### src/rtl/fact_accel_pkg.sv
// Shared types and constants for the fact_accel factorial accelerator.
package fact_accel_pkg;

    typedef enum logic [1:0] {
        FA_FN     = 2'd0,
        FA_CTRL   = 2'd1,
        FA_STATUS = 2'd2,
        FA_RESULT = 2'd3
    } fa_addr_e;

    typedef enum logic [1:0] {
        ST_IDLE = 2'd0,
        ST_CALC = 2'd1,
        ST_DONE = 2'd2
    } fa_state_e;

    localparam int STAT_DONE = 0;
    localparam int STAT_ERR  = 1;
    localparam int STAT_BUSY = 2;

    localparam int FA_MAX_N_DEFAULT = 12;

endpackage

### src/rtl/fact_accel_dp.sv
// Factorial datapath: running product, down-counter and captured RESULT register.
module fact_accel_dp (
    input  logic        clk,
    input  logic        rst,
    input  logic        load,
    input  logic        step,
    input  logic        capture,
    input  logic        clear,
    input  logic [3:0]  n,
    output logic        cnt_le1,
    output logic [31:0] result
);

    logic [31:0] prod;
    logic [3:0]  cnt;

    always_ff @(posedge clk or negedge rst) begin
        if (!rst) begin
            prod <= 32'd0;
            cnt  <= 4'd0;
        end else if (load) begin
            prod <= 32'd1;
            cnt  <= n;
        end else if (step) begin
            // 32x4 product truncated to 32 bits; 12! still fits.
            prod <= prod * {28'd0, cnt};
            cnt  <= cnt - 4'd1;
        end
    end

    always_ff @(posedge clk or negedge rst) begin
        if (!rst) begin
            result <= 32'd0;
        end else if (clear) begin
            result <= 32'd0;
        end else if (capture) begin
            result <= prod;
        end
    end

    assign cnt_le1 = (cnt <= 4'd1);

endmodule

### src/rtl/fact_accel.sv
// Memory-mapped iterative factorial accelerator: FSM, register file and read mux.
// Optional interrupt output is enabled by defining FACT_ACCEL_IRQ_EN.
module fact_accel
    import fact_accel_pkg::*;
#(
    parameter int MAX_N = FA_MAX_N_DEFAULT
) (
    input  logic        clk,
    input  logic        rst,
    input  logic        cs,
    input  logic        we,
    input  logic [1:0]  a,
    input  logic [31:0] wd,
    output logic [31:0] rd,
`ifdef FACT_ACCEL_IRQ_EN
    output logic        irq,
`endif
    output fa_state_e   fsm_state
);

    // Bus handshake: a write is a single-cycle strobe, taken on the rising
    // edge whenever cs & we are high; reads are combinational with no side effects.

    fa_state_e   state, state_next;
    fa_addr_e    addr;
    logic [3:0]  fn_q;
    logic        done_q, err_q, ie_q;
    logic        wr, go_req, busy, n_bad;
    logic        load, step, capture, clear;
    logic        set_done, set_err, clr_flags;
    logic        cnt_le1;
    logic [31:0] result;
    logic        unused_wd;

    assign addr      = fa_addr_e'(a);
    assign wr        = cs & we;
    assign busy      = (state == ST_CALC);
    assign go_req    = wr && (addr == FA_CTRL) && wd[0];
    assign n_bad     = (int'(fn_q) > MAX_N);
    assign fsm_state = state;
    assign unused_wd = ^wd[31:1];

    always_ff @(posedge clk or negedge rst) begin
        if (!rst) state <= ST_IDLE;
        else      state <= state_next;
    end

    always_comb begin
        state_next = state;
        load       = 1'b0;
        step       = 1'b0;
        capture    = 1'b0;
        clear      = 1'b0;
        set_done   = 1'b0;
        set_err    = 1'b0;
        clr_flags  = 1'b0;
        case (state)
            ST_IDLE, ST_DONE: begin
                if (go_req) begin
                    clr_flags = 1'b1;
                    load      = 1'b1;
                    if (n_bad) begin
                        state_next = ST_DONE;
                        set_done   = 1'b1;
                        set_err    = 1'b1;
                        clear      = 1'b1;
                    end else begin
                        state_next = ST_CALC;
                    end
                end
            end
            ST_CALC: begin
                if (cnt_le1) begin
                    capture    = 1'b1;
                    set_done   = 1'b1;
                    state_next = ST_DONE;
                end else begin
                    step = 1'b1;
                end
            end
            default: state_next = ST_IDLE;
        endcase
    end

    // Sets take priority so a rejected GO leaves done and err both high.
    always_ff @(posedge clk or negedge rst) begin
        if (!rst) begin
            done_q <= 1'b0;
            err_q  <= 1'b0;
        end else begin
            if (clr_flags) begin
                done_q <= 1'b0;
                err_q  <= 1'b0;
            end
            if (set_done) done_q <= 1'b1;
            if (set_err)  err_q  <= 1'b1;
        end
    end

    always_ff @(posedge clk or negedge rst) begin
        if (!rst) begin
            fn_q <= 4'd0;
        end else if (wr && (addr == FA_FN) && !busy) begin
            fn_q <= wd[3:0];
        end
    end

`ifdef FACT_ACCEL_IRQ_EN
    // ie stays writable while busy; only go is blocked.
    always_ff @(posedge clk or negedge rst) begin
        if (!rst) begin
            ie_q <= 1'b0;
        end else if (wr && (addr == FA_CTRL)) begin
            ie_q <= wd[1];
        end
    end
    assign irq = done_q & ie_q;
`else
    assign ie_q = 1'b0;
`endif

    fact_accel_dp u_dp (
        .clk     (clk),
        .rst     (rst),
        .load    (load),
        .step    (step),
        .capture (capture),
        .clear   (clear),
        .n       (fn_q),
        .cnt_le1 (cnt_le1),
        .result  (result)
    );

    always_comb begin
        rd = 32'd0;
        case (addr)
            FA_FN:     rd = {28'd0, fn_q};
            FA_CTRL:   rd = {30'd0, ie_q, 1'b0};
            FA_STATUS: begin
                rd[STAT_DONE] = done_q;
                rd[STAT_ERR]  = err_q;
                rd[STAT_BUSY] = busy;
            end
            FA_RESULT: rd = result;
            default:   rd = 32'd0;
        endcase
    end

endmodule
### config.mk
export PLATFORM = sky130hd
export DESIGN_NAME = fact_accel
export DESIGN_NICKNAME = d
export VERILOG_FILES = /design/src/rtl/fact_accel_pkg.sv /design/src/rtl/fact_accel_dp.sv /design/src/rtl/fact_accel.sv
export SDC_FILE = /design/constraint.sdc
export NUM_CORES = 1
export LEC_CHECK = 0
export ABC_AREA = 1
export CAP_MARGIN = 5
export CORE_ASPECT_RATIO = 1.4
export CORE_UTILIZATION = 64
export DETAILED_ROUTE_END_ITERATION = 10
export HOLD_SLACK_MARGIN = 0.06
export PLACE_DENSITY_LB_ADDON = 0.25
export SYNTH_ARGS = -nofsm -noshare
export SYNTH_HDL_FRONTEND = slang
export SYNTH_SLANG_ARGS = --single-unit
### constraint.sdc
create_clock -name clk -period 10.9 [get_ports clk]
set_input_delay 2.18 -clock clk [delete_from_list [all_inputs] [get_ports clk]]
set_output_delay 2.18 -clock clk [all_outputs]
set_load 0.01 [all_outputs]
* Word-level counts from Yosys, hierarchy flattened
Cells that the tools add are included.
Cells by class: magnitude comparators 2, equality and inequality tests 7, reductions and logical operators 13, muxes and demuxes 25, $add $sub $neg 1, bitwise operators 1, $mul 1
Operators by type and width (count):
- 32-bit two-way mux | 4
- 29-bit case mux with 2 select lines | 1
- 32-bit by 4-bit multiplier with 32-bit output | 1
- 1-bit two-way mux | 12
- 3-bit case mux with 4 select lines | 1
- 4-bit two-way mux | 2
- 2-bit nonzero test | 4
- 2-bit == test (second input constant) | 3
- 2-bit two-way mux | 3
- 2-bit by 1-bit == test with 1-bit output (second input constant) | 2
- 4-bit greater-than comparator (second input constant) | 1
- 4-bit by 1-bit <= comparator with 1-bit output (second input constant) | 1
- 1-bit logical AND | 4
- 2-bit zero test | 2
- 2-bit case mux with 2 select lines | 1
- 4-bit by 1-bit subtractor with 4-bit output (second input constant) | 1
- 2-bit by 1-bit inequality test with 1-bit output (second input constant) | 1
- 2-bit inequality test (second input constant) | 1
- 1-bit case mux with 2 select lines | 1
- 2-bit AND reduction | 1
- 2-bit OR reduction | 1
- 1-bit bitwise AND | 1
- 1-bit zero test | 1
Word-level totals: flip-flop bits (word level) 76, output and inout port bits 34

* Logic depth before layout (Yosys ltp)
Gate-level depths: netlist of run 1.
depth in word-level cells 7, depth in mapped cells 21, mapped depth without buffers 18

* Hierarchy
From an unflattened synthesis of run 1, not the netlist that was laid out.
Second synthesis, totals: cell total of the unflattened synthesis 1265, area, all modules 8117.8 µm²
By module, submodules not included:
- fact_accel_dp | sequential area each 1701.6 µm², instances 1, cells each 1136, area an instance 7349.5 µm²
- fact_accel | sequential area each 200.2 µm², instances 1, cells each 129, area an instance 768.2 µm²

* Worst setup path before layout of run 1
Ideal clock, no wire load.
kind in2out, start point input a[0], end point output rd[0], arrival 2.970 ns, required time 8.720 ns, cell stages on the path 4, slack 5.750 ns, cells stage by stage ha_1 -> clkbuf_1 -> a21oi_1 -> a21oi_1
On the way: word-level cells in the longest chain between the ends 2, elaborated cells between the ends (all ways) 5, those cells by class 3 x eq/ne; 1 x mux; 1 x reduce/logical
Ends and longest elaborated chain:
- start, declared | RTL line fact_accel.sv:12 | input logic [1:0] a,
- 2-bit == test (tied with other cells) | RTL line fact_accel.sv:136 | case (addr)
- 3-bit case mux with 4 select lines (*) | RTL line fact_accel.sv:136
- end, declared | RTL line fact_accel.sv:14 | output logic [31:0] rd,
Every way passes the cells marked *; elsewhere a longest branch is shown, timed or not.

* Worst setup path in the final report of run 1
start point input a[1], end point output rd[2]
Same word-level chain as after synthesis.

==> results of run 1 <==
-- layout make-up --
| type | count | area share (%) |
|---|---|---|
| Multi-Input combinational cell | 762 | 51.6 |
| Sequential cell | 76 | 21.5 |
| Inverter | 365 | 15.5 |
| Timing Repair Buffer | 48 | 5.25 |
| Clock buffer | 11 | 2.85 |
| Tap cell | 150 | 2.12 |
| Clock inverter | 5 | 1.21 |
-- routing by layer --
layer	track usage, %	vias up	share of wire (%)
met4	13.8	0	3.7
li1	-	3620	-
met2	56.9	198	50
met3	3.85	60	4.1
met1	40.7	3355	42
met5	0	-	0
-- sequential cells by signal (all words and copies together) (netlist names) --
signal / count
u_dp.prod: 32
done_q: 1
u_dp.cnt: 4
err_q: 1
fsm_state: 2
u_dp.result: 32
fn_q: 4
-- cell usage after synthesis, drive strengths merged --
library cell  instances
mux2                  2
o21ai                65
fa                   57
nor2                 45
a21o                  2
buf                  14
ha                   38
o22ai                 4
nand2               429
o21bai                2
xor2                  1
o221ai                2
nand3                48
or2                   1
nand4                 7
a22oi                 1
a21oi                39
dfrtp                76
nor3                  9
o211ai                1
and2                  4
inv                 365
clkbuf               16
xnor2                 5
-- stage by stage --
step                hold slack (ns)  setup WS (ns)  std cells
floorplan                     0.442           5.75       1233
global placement              0.455           4.22       1401
detailed placement            0.464           4.12       1401
CTS                           0.478           4.11       1417
global route                  0.509           3.94       1417
finish                        0.478           4.12       1417
-- power by group through the flow --
stage	registers [uW]	clock network, uW	logic (uW)
6_report	560	365	1850
5_1_grt	579	377	2150
4_1_cts	557	368	1860
3_5_place_dp	561	0	1830
3_3_place_gp	556	0	1770
2_1_floorplan	502	0	1440
-- worst register-to-register path, delay by kind of cell (launching register included) --
| kind | cells | cell delay [ns] |
|---|---|---|
| buf+inv | 5 | 0.59 |
| simple gates | 8 | 1.01 |
| fa+ha+maj | 3 | 1.37 |
| flops | 1 | 0.63 |
| compound gates | 1 | 0.06 |
-- cells in the final DEF (no fill, tap or decap), types with 7 or more instances in the layout --
cell type,instances
fa_1,57
nand2_2,9
nor2_2,8
o21ai_1,13
clkdlybuf4s50_1,42
nand3_1,44
nand2_1,419
ha_1,38
dfrtp_1,76
nor2_1,36
nor3_1,8
a21oi_1,32
clkbuf_16,9
o21ai_0,50
inv_2,8
nand4_1,7
inv_1,355
-- kinds of logic (layout without fill, tap and decap cells) --
| group | after synthesis | count (layout) |
|---|---|---|
| AND/OR/NAND/NOR | 543 | 543 |
| buffers and inverters | 395 | 429 |
| AO/OA/AOI/OAI | 116 | 116 |
| adder cells (fa/ha/maj) | 95 | 95 |
| flip-flops | 76 | 76 |
| XOR/XNOR | 6 | 6 |
| multiplexers | 2 | 2 |
-- path summary, 6_finish.rpt --
check | endpoint | slack (ns) | cells after the start
min in group asynchronous | u_dp.result[5]$_DFFE_PN0N_ | 1.99 | 1
setup reg to reg | u_dp.prod[22]$_DFFE_PN0P_ | 7.13 | 17
hold reg to reg | err_q$_DFFE_PN0P_ | 0.48 | 2
max in group asynchronous | u_dp.result[23]$_DFFE_PN0N_ | 8.29 | 1
hold / removal | err_q$_DFFE_PN0P_ | 0.48 | 2
setup / recovery | rd[2] | 4.12 | 5
==> metrics.cfg, run 1 <==
[finish]
multi_input_area_um2 = 4570
syn_to_final_growth_pct = 10.8
final-seq-area_um2 = 1900
fillCellCount = 1067
drive_gt1_share_pct = 5.29
fin_nets = 1395
n_antenna_cell = 0
design_area_um2 = 8860
final_core_util_pct = 72.3

[floorplan]
die_h_um = 134
pin_count = 72
die_x_um = 96.5
core_area_um2 = 12300
num_rows = 48
initial_utilization_pct = 65.3
die-area_um2 = 13000

[worst_setup_path]
cp_common_cell = clkdlybuf4s50_1
endpoint_kind = output pin
cp_cell_sequence = clkdlybuf4s50_1 > ha_1 > a21oi_1 > a22oi_1 > clkdlybuf4s50_1
required_ns = 8.72
path_buf_inv = 2
reg2reg_from = u_dp.cnt[1]$_DFFE_PN0P_
path_max_fanout = 32
critPathTopFamily = buffers and inverters
critPathKind = input pin to output pin
slowest_stage = ha_1
crit_arrival_ns = 4.60
cpPeakStageDelay_ns = 0.96
startpoint = a[1]
worstSetupStartpointType = input pin

[logic_synthesis]
synth_top_family_by_area = simple AND/OR/NAND/NOR gates
yosysSeqAreaShare_pct = 23.8
synthCells = 1233
synth_area_per_cell_um2 = 6.49
synth_nets = 1366
synth_area_leaders = dfrtp_1 (24%), nand2_1 (20%), inv_1 (17%)
synth_compound_area_share_pct = 8.12
syn_area_um2 = 8000
synthMuxAreaShare_pct = 0.281
synthAdderAreaFrac_pct = 20.2
synth_top_area_cell = dfrtp_1
ys_seq_elements = 76
yosysUniqueCellTypes = 39
ys_warn_count = 0
yosys.area_share.simple_pct = 27.9
synthXorXnorAreaFrac_pct = 0.657
synth_top_area_share_pct = 23.8

[status]
status = completed

[clocking]
cts_tree = yes
cts_root_buf = clkbuf_16
postCtsHoldBufs = 0
clock_path_buffers = 2
htreeDepth = 3
insertion_delay_ns = 0.35
cts_buffers = 9
cts_sinks = 76
cts_setup_buffers = 0
clkTransAtPathRegs_ns = 0.06
cts_resized = 0

[detailed_routing]
route.vias.total = 7233
drt_iter0_markers = 437
first_pass_iters = 5
ant_nets = 0
drc = 0
routed_wl_um = 19300
vias_per_cell = 5.10
routedWlPerCell_um = 13.6

[sta]
setup_viol = 0
post-route-min-period_ns = 6.78
max_freq_mhz = 147
worstMarginPinSlew_ns = 1.18
maxSlewViolCount = 0
finalHoldViolCount = 0
slew_headroom_pct = 21.6
clock_skew_ns = 0.0111
final.period_utilization_pct = 62.2
rsz0062_at_grt = no
finalSetupTns_ns = 0

[power_and_ir_drop]
total_power_uw = 2770
clock_power_share_pct = 13.2
pwr_density_cell_nw_per_um2 = 313
swShare_pct = 53.4
p_sw_uw = 1480
p_leak_uw = 0.00562
internal_power_uw = 1290
p_seq_share_pct = 20.2
irDropWorstVdd_mv = 0.200
p_comb_share_pct = 66.7

[global_routing]
antenna_found_initial = 0
first_global_vias = 7212
grt_start_max_net_pins = 77
gr-total-overflow = 0
grtUsageTotal_pct = 32.9
grt_pass1_wl_um = 32800

[place]
gp_congestion = 0.990
port_buffers = 43
hpwlAfterDp_um = 14600
place_area_um2 = 8500

[flow_run]
maxCapViolations = 0

[hold_path]
hold_class = register to register
min-delay-start = err_q$_DFFE_PN0P_

Note: power is estimated with default switching activity, not from simulation.
==> run 2, diff against run 1 <==
--- a/config.mk
+++ b/config.mk
@@ -8,7 +8,7 @@
 export ABC_AREA = 1
 export CAP_MARGIN = 5
 export CORE_ASPECT_RATIO = 1.4
-export CORE_UTILIZATION = 64
+export CORE_UTILIZATION = 54
 export DETAILED_ROUTE_END_ITERATION = 10
 export HOLD_SLACK_MARGIN = 0.06
 export PLACE_DENSITY_LB_ADDON = 0.25
==> constraint.sdc (replaced) <==
create_clock -name clk -period 5.8 [get_ports clk]
set_input_delay 1.16 -clock clk [delete_from_list [all_inputs] [get_ports clk]]
set_output_delay 1.16 -clock clk [all_outputs]
set_load 0.01 [all_outputs]
==> run 2 against run 1 <==
  * Critical path depth up 1
  * Sequential cell count unchanged
  * Hold slack better by 0.0040 ns
  * First-iteration DRC count is 23% lower
  * Sequential share of layout area barely moved
  * Combinational power is 83% higher
  * Setup slack got worse by 2.8 ns
  * Clock power up 68%
  * Global-route usage decreased by 5.5 points
  * Cell count increased by 2.8%
  * Count of clock-buffer cells in the layout down 2
  * Critical path type unchanged
  * Critical endpoint is now rd[19]
  * Largest power group unchanged
==> metrics.cfg, run 2 (same netlist as run 1, synthesis figures left out) <==
[clocking]
cts_resized = 0  ; unchanged
cts_setup_buffers = 0  ; unchanged
cts_tree = yes
postCtsHoldBufs = 0  ; unchanged
cts_buffers = 9  ; unchanged
insertion_delay_ns = 0.35  ; about the same
cts_sinks = 76  ; unchanged
cts_root_buf = clkbuf_16
htreeDepth = 3  ; unchanged
clkTransAtPathRegs_ns = 0.06  ; about the same
clock_path_buffers = 2  ; unchanged

[global_routing]
grt_util_met1_pct = 33.5  ; -7.2 points
grtUsageTotal_pct = 27.4  ; -5.5 points
grt.busiest_layer = met2
grt_use_met2_pct = 49.5  ; -7.5 points
gr-total-overflow = 0  ; unchanged
first_global_vias = 7229  ; +0.24%
grtUsageMet3_pct = 3.13  ; -0.73 points
grt_start_max_net_pins = 77  ; unchanged
antenna_found_initial = 0  ; unchanged
grt_pass1_wl_um = 33500  ; +2.3%

[detailed_routing]
ant_nets = 0  ; unchanged
routedWlPerCell_um = 13.2  ; -3.0%
drt_iter0_markers = 337  ; -23%
drc = 0  ; unchanged
vias_per_cell = 4.96  ; -2.9%
first_pass_iters = 5  ; unchanged
routed_wl_um = 19300  ; -0.28%
route.vias.total = 7223  ; -0.14%

[worst_setup_path]
slowest_stage = ha_1
required_ns = 4.64  ; -4.08 ns
path_max_fanout = 18  ; -44%
critPathKind = input pin to output pin
cp_common_cell = clkdlybuf4s50_1
worstSetupStartpointType = input pin
crit_arrival_ns = 3.35  ; -1.25 ns
cp_cell_sequence = clkdlybuf4s50_1 > ha_1 > buf_4 > nand2_1 > inv_1 > clkdlybuf4s50_1
cpPeakStageDelay_ns = 0.65  ; -0.31 ns
endpoint_kind = output pin

[sta]
slew_headroom_pct = 34.7  ; +13 points
maxSlewViolCount = 0  ; unchanged
rsz0062_at_grt = no
max_freq_mhz = 222
final.period_utilization_pct = 77.8
clock_skew_ns = 0.00960  ; -0.00151 ns
worstMarginPinSlew_ns = 0.979  ; -0.198 ns
setup_viol = 0  ; unchanged
finalHoldViolCount = 0  ; unchanged
fin_ws_ns = 1.29  ; -2.83 ns
finalSetupTns_ns = 0  ; unchanged
post-route-min-period_ns = 4.51

[finish]
fin_nets = 1396  ; +0.072%
syn_to_final_growth_pct = 10.9  ; about the same
design_area_um2 = 8870  ; about the same
final_common_cell = nand2_1
n_antenna_cell = 0  ; unchanged
drive_gt1_share_pct = 5.36  ; +0.075 points
fillCellCount = 1491  ; +40%
largest_registers = u_dp.prod: 32 flops, u_dp.result: 32 flops
final_core_util_pct = 61.4  ; -11 points
final_cell_mix = nand2_1 (419), inv_1 (355), dfrtp_1 (76)

[power_and_ir_drop]
pwr_density_cell_nw_per_um2 = 575  ; +84%
p_leak_uw = 0.00561  ; -0.28%
irDropWorstVdd_mv = 0.234  ; +17%

[floorplan]
initial_utilization_pct = 55.4  ; -9.9 points
core_area_um2 = 14400  ; +18%
pin_count = 72  ; unchanged
die_h_um = 146  ; +8.7%
die_x_um = 105  ; +8.7%
die-area_um2 = 15300  ; +18%
num_rows = 52  ; +8.3%

[status]
status = completed

[flow_run]
maxCapViolations = 0  ; unchanged

[place]
port_buffers = 43  ; unchanged
pre_cts_slack_ns = 1.30  ; -2.82 ns
place_area_um2 = 8560  ; +0.66%
gp_congestion = 0.993  ; +0.33%
hpwlAfterDp_um = 15000  ; +2.7%

[hold_path]
hold_class = register to register

run 2: worst paths after layout:
| check | from | end | slack, ns | cells past startpoint |
|---|---|---|---|---|
| setup / recovery | a[0] | rd[19] | 1.29 | 6 |
| hold / removal | done_q$_DFFE_PN0P_ | done_q$_DFFE_PN0P_ | 0.48 | 2 |
| setup reg to reg | u_dp.cnt[2]$_DFFE_PN0P_ | u_dp.prod[29]$_DFFE_PN0P_ | 1.91 | 18 |
| hold reg to reg | done_q$_DFFE_PN0P_ | done_q$_DFFE_PN0P_ | 0.48 | 2 |
| max in group asynchronous | rst | u_dp.prod[20]$_DFFE_PN0P_ | 4.19 | 1 |
| min in group asynchronous | rst | u_dp.result[4]$_DFFE_PN0N_ | 0.97 | 1 |
run 2: power breakdown:
| group | internal (uW) | leakage, uW | total, uW | switching [uW] |
|---|---|---|---|---|
| logic | 1190 | 0.00453 | 3390 | 2190 |
| clock network | 345 | 0.000155 | 614 | 269 |
| registers | 777 | 0.000927 | 1100 | 324 |
| total | 2320 | 0.00561 | 5100 | 2780 |
run 2: stage by stage:
step | cells | hold slack (ns) | power, uW
3_3_place_gp | 1441 | 0.457 | 4410
4_1_cts | 1457 | 0.484 | 5140
3_5_place_dp | 1441 | 0.467 | 4500
6_report | 1457 | 0.482 | 5100
5_1_grt | 1457 | 0.512 | 5720
2_1_floorplan | 1233 | 0.442 | 3660
run 2: critical path: cells and delay by family:
family / cells / cell delay, ns
adder cells (fa/ha/maj): 1 / 0.65
buffers and inverters: 4 / 1.43
AND/OR/NAND/NOR: 1 / 0.10
run 2: final cells by class:
cell class	count	area, um2	share of cell area [%]
multi-input combinational	762	4570	51.5
sequential	76	1900	21.4
inverter	365	1380	15.5
timing repair buffer	49	473	5.33
tap	189	236	2.67
clock buffer	9	225	2.54
clock inverter	7	87.6	0.987
run 2: routing by layer:
layer	routed length, um	vias to the layer above
met5	0	-
met4	482	0
met3	639	31
met2	9840	121
met1	8300	3428
li1	-	3643
==> run 3, diff against run 2 <==
--- a/config.mk
+++ b/config.mk
@@ -8,7 +8,7 @@
 export ABC_AREA = 1
 export CAP_MARGIN = 5
 export CORE_ASPECT_RATIO = 1.4
-export CORE_UTILIZATION = 54
+export CORE_UTILIZATION = 60
 export DETAILED_ROUTE_END_ITERATION = 10
 export HOLD_SLACK_MARGIN = 0.06
 export PLACE_DENSITY_LB_ADDON = 0.25
==> constraint.sdc (replaced) <==
create_clock -name clk -period 4.4 [get_ports clk]
set_input_delay 0.88 -clock clk [delete_from_list [all_inputs] [get_ports clk]]
set_output_delay 0.88 -clock clk [all_outputs]
set_load 0.01 [all_outputs]
==> run 3 against run 2 <==
  * Clock power rose by 36%
  * Power is 33% higher
  * Utilization grew 7.3 points
  * Critical endpoint is now u_dp.prod[22]$_DFFE_PN0P_
  * Highest routed layer unchanged
==> metrics.cfg, run 3 (same netlist as run 1, synthesis figures left out) <==
[clocking]
cts_buffers = 9  ; unchanged
cts_tree = yes
cts_root_buf = clkbuf_16
cts_setup_buffers = 0  ; unchanged
clock_path_buffers = 2  ; unchanged
cts_resized = 0  ; unchanged
cts_sinks = 76  ; unchanged
insertion_delay_ns = 0.34  ; about the same
clkTransAtPathRegs_ns = 0.06  ; about the same
postCtsHoldBufs = 0  ; unchanged
htreeDepth = 3  ; unchanged

[worst_setup_path]
crit_arrival_ns = 4.03  ; +0.68 ns
required_ns = 4.62  ; -0.02 ns
cp_common_cell = nand2_1
critPathKind = register to register
cpPeakStageDelay_ns = 0.62  ; -0.03 ns
critPathTopFamily = adder cells
cp_cell_sequence = buf_4 > nand2_1 > inv_1 > fa_1 > inv_1 > fa_1 > inv_1 > ha_1 > nand2_1 > inv_1 > nand2_1 > nor2_1 > nand4_1 > nand3_1 > nand2_1 > nand2_1 > o21ai_1
worstSetupStartpointType = register
slowest_stage = dfrtp_1
path_buf_inv = 5  ; +1
path_max_fanout = 17  ; -1
endpoint_kind = register
reg2reg_slack_ns = 0.60  ; -1.31 ns

[finish]
syn_to_final_growth_pct = 11.1
largest_registers = u_dp.prod: 32 flops, u_dp.result: 32 flops
fin_cells = 1448  ; -0.62%
fin_nets = 1398  ; +0.14%
drive_gt1_share_pct = 5.51  ; +0.15 points
final_cell_mix = nand2_1 (419), inv_1 (355), dfrtp_1 (76)
final_core_util_pct = 68.7  ; +7.3 points
n_antenna_cell = 0  ; unchanged
final_common_cell = nand2_1
design_area_um2 = 8890  ; +0.24%

[detailed_routing]
route.vias.total = 7205  ; -0.25%
ant_nets = 0  ; unchanged
routed_wl_um = 19000  ; -1.5%
drc = 0  ; unchanged
first_pass_iters = 5  ; unchanged
drt_iter0_markers = 386  ; +15%
routedWlPerCell_um = 13.1  ; -0.87%
vias_per_cell = 4.98  ; +0.37%

[floorplan]
die_x_um = 99.6  ; -5.0%
pin_count = 72  ; unchanged
initial_utilization_pct = 61.9  ; +6.5 points
core_area_um2 = 12900  ; -10%
die_h_um = 139  ; -5.1%
num_rows = 49  ; -5.8%
die-area_um2 = 13800  ; -9.8%

[place]
post-place-cells = 1432  ; -0.62%
place_area_um2 = 8560  ; about the same
gp_congestion = 0.984  ; -0.88%
port_buffers = 43  ; unchanged
hpwlAfterDp_um = 14800  ; -1.7%

[status]
status = completed

[power_and_ir_drop]
irDropWorstVdd_mv = 0.390  ; +66%
clock_power_share_pct = 12.3  ; +0.3 points
p_sw_uw = 3640  ; +31%
pwr_density_cell_nw_per_um2 = 761  ; +32%
p_leak_uw = 0.00562  ; +0.27%
p_seq_share_pct = 21.6  ; about the same
p_comb_share_pct = 66.1  ; -0.3 points
swShare_pct = 53.8  ; -0.82 points
internal_power_uw = 3130  ; +35%

[sta]
maxSlewViolCount = 0  ; unchanged
max_freq_mhz = 263
post-route-min-period_ns = 3.80
slew_headroom_pct = 24.6  ; -10 points
finalHoldViolCount = 0  ; unchanged
setup_viol = 0  ; unchanged
rsz0062_at_grt = no
finalSetupTns_ns = 0  ; unchanged
final.period_utilization_pct = 86.4
worstMarginPinSlew_ns = 1.13  ; +0.152 ns
clock_skew_ns = 0.0103  ; +0.000695 ns
whs_ns = 0.475  ; -0.00659 ns

[hold_path]
hold_class = register to register

[global_routing]
grt_start_max_net_pins = 77  ; unchanged
antenna_found_initial = 0  ; unchanged
grtUsageMet3_pct = 3.73  ; +0.60 points
grt_util_met1_pct = 37.2  ; +3.6 points
grt.busiest_layer = met2
grtUsageTotal_pct = 30.2  ; +2.8 points
grt_use_met2_pct = 54.1  ; +4.7 points
grt_pass1_wl_um = 33300  ; -0.76%
first_global_vias = 7310  ; +1.1%
gr-total-overflow = 0  ; unchanged

[flow_run]
maxCapViolations = 0  ; unchanged

run 3: path summary, 6_finish.rpt:
check	endpoint	depth (start not counted)	startpoint
worst max register to register	u_dp.prod[22]$_DFFE_PN0P_	17	u_dp.cnt[3]$_DFFE_PN0P_
worst min-delay path	err_q$_DFFE_PN0P_	2	err_q$_DFFE_PN0P_
min in group asynchronous	u_dp.result[4]$_DFFE_PN0N_	1	rst
worst max-delay path	u_dp.prod[22]$_DFFE_PN0P_	17	u_dp.cnt[3]$_DFFE_PN0P_
worst min register to register	err_q$_DFFE_PN0P_	2	err_q$_DFFE_PN0P_
max in group asynchronous	u_dp.prod[25]$_DFFE_PN0P_	1	rst
run 3: tightest hold or removal path: stages, from the launching register on:
cell and delay (ns):
dfrtp_1 0.35, nand2_1 0.05, nand2_1 0.04
run 3: per-stage QoR:
| stage | setup slack [ns] | total power (uW) |
|---|---|---|
| 2_1_floorplan | 0.942 | 4820 |
| 3_3_place_gp | 0.621 | 5780 |
| 3_5_place_dp | 0.647 | 5930 |
| 4_1_cts | 0.640 | 6810 |
| 5_1_grt | 0.383 | 7600 |
| 6_report | 0.597 | 6770 |
run 3: layout make-up:
type	instances	area (um2)
inverters	365	1380
multi-input cells	762	4570
well taps	178	223
repair buffers	51	488
fillers	1187	4040
flip-flops and latches	76	1900
clock buffers	10	239
clock inverters	6	93.8
run 3: power groups by stage:
stage               sequential (uW)  clock, uW  combinational, uW
global placement               1450          0               4330
detailed placement             1460          0               4470
global route                   1510        874               5220
finish                         1460        834               4480
CTS                            1450        858               4500
floorplan                      1240          0               3580
run 3: layer usage:
| metal | part of all wire [%] | up-vias |
|---|---|---|
| met2 | 52 | 167 |
| li1 | - | 3628 |
| met1 | 42 | 3377 |
| met4 | 2.2 | 0 |
| met3 | 3.7 | 33 |
| met5 | 0 | - |
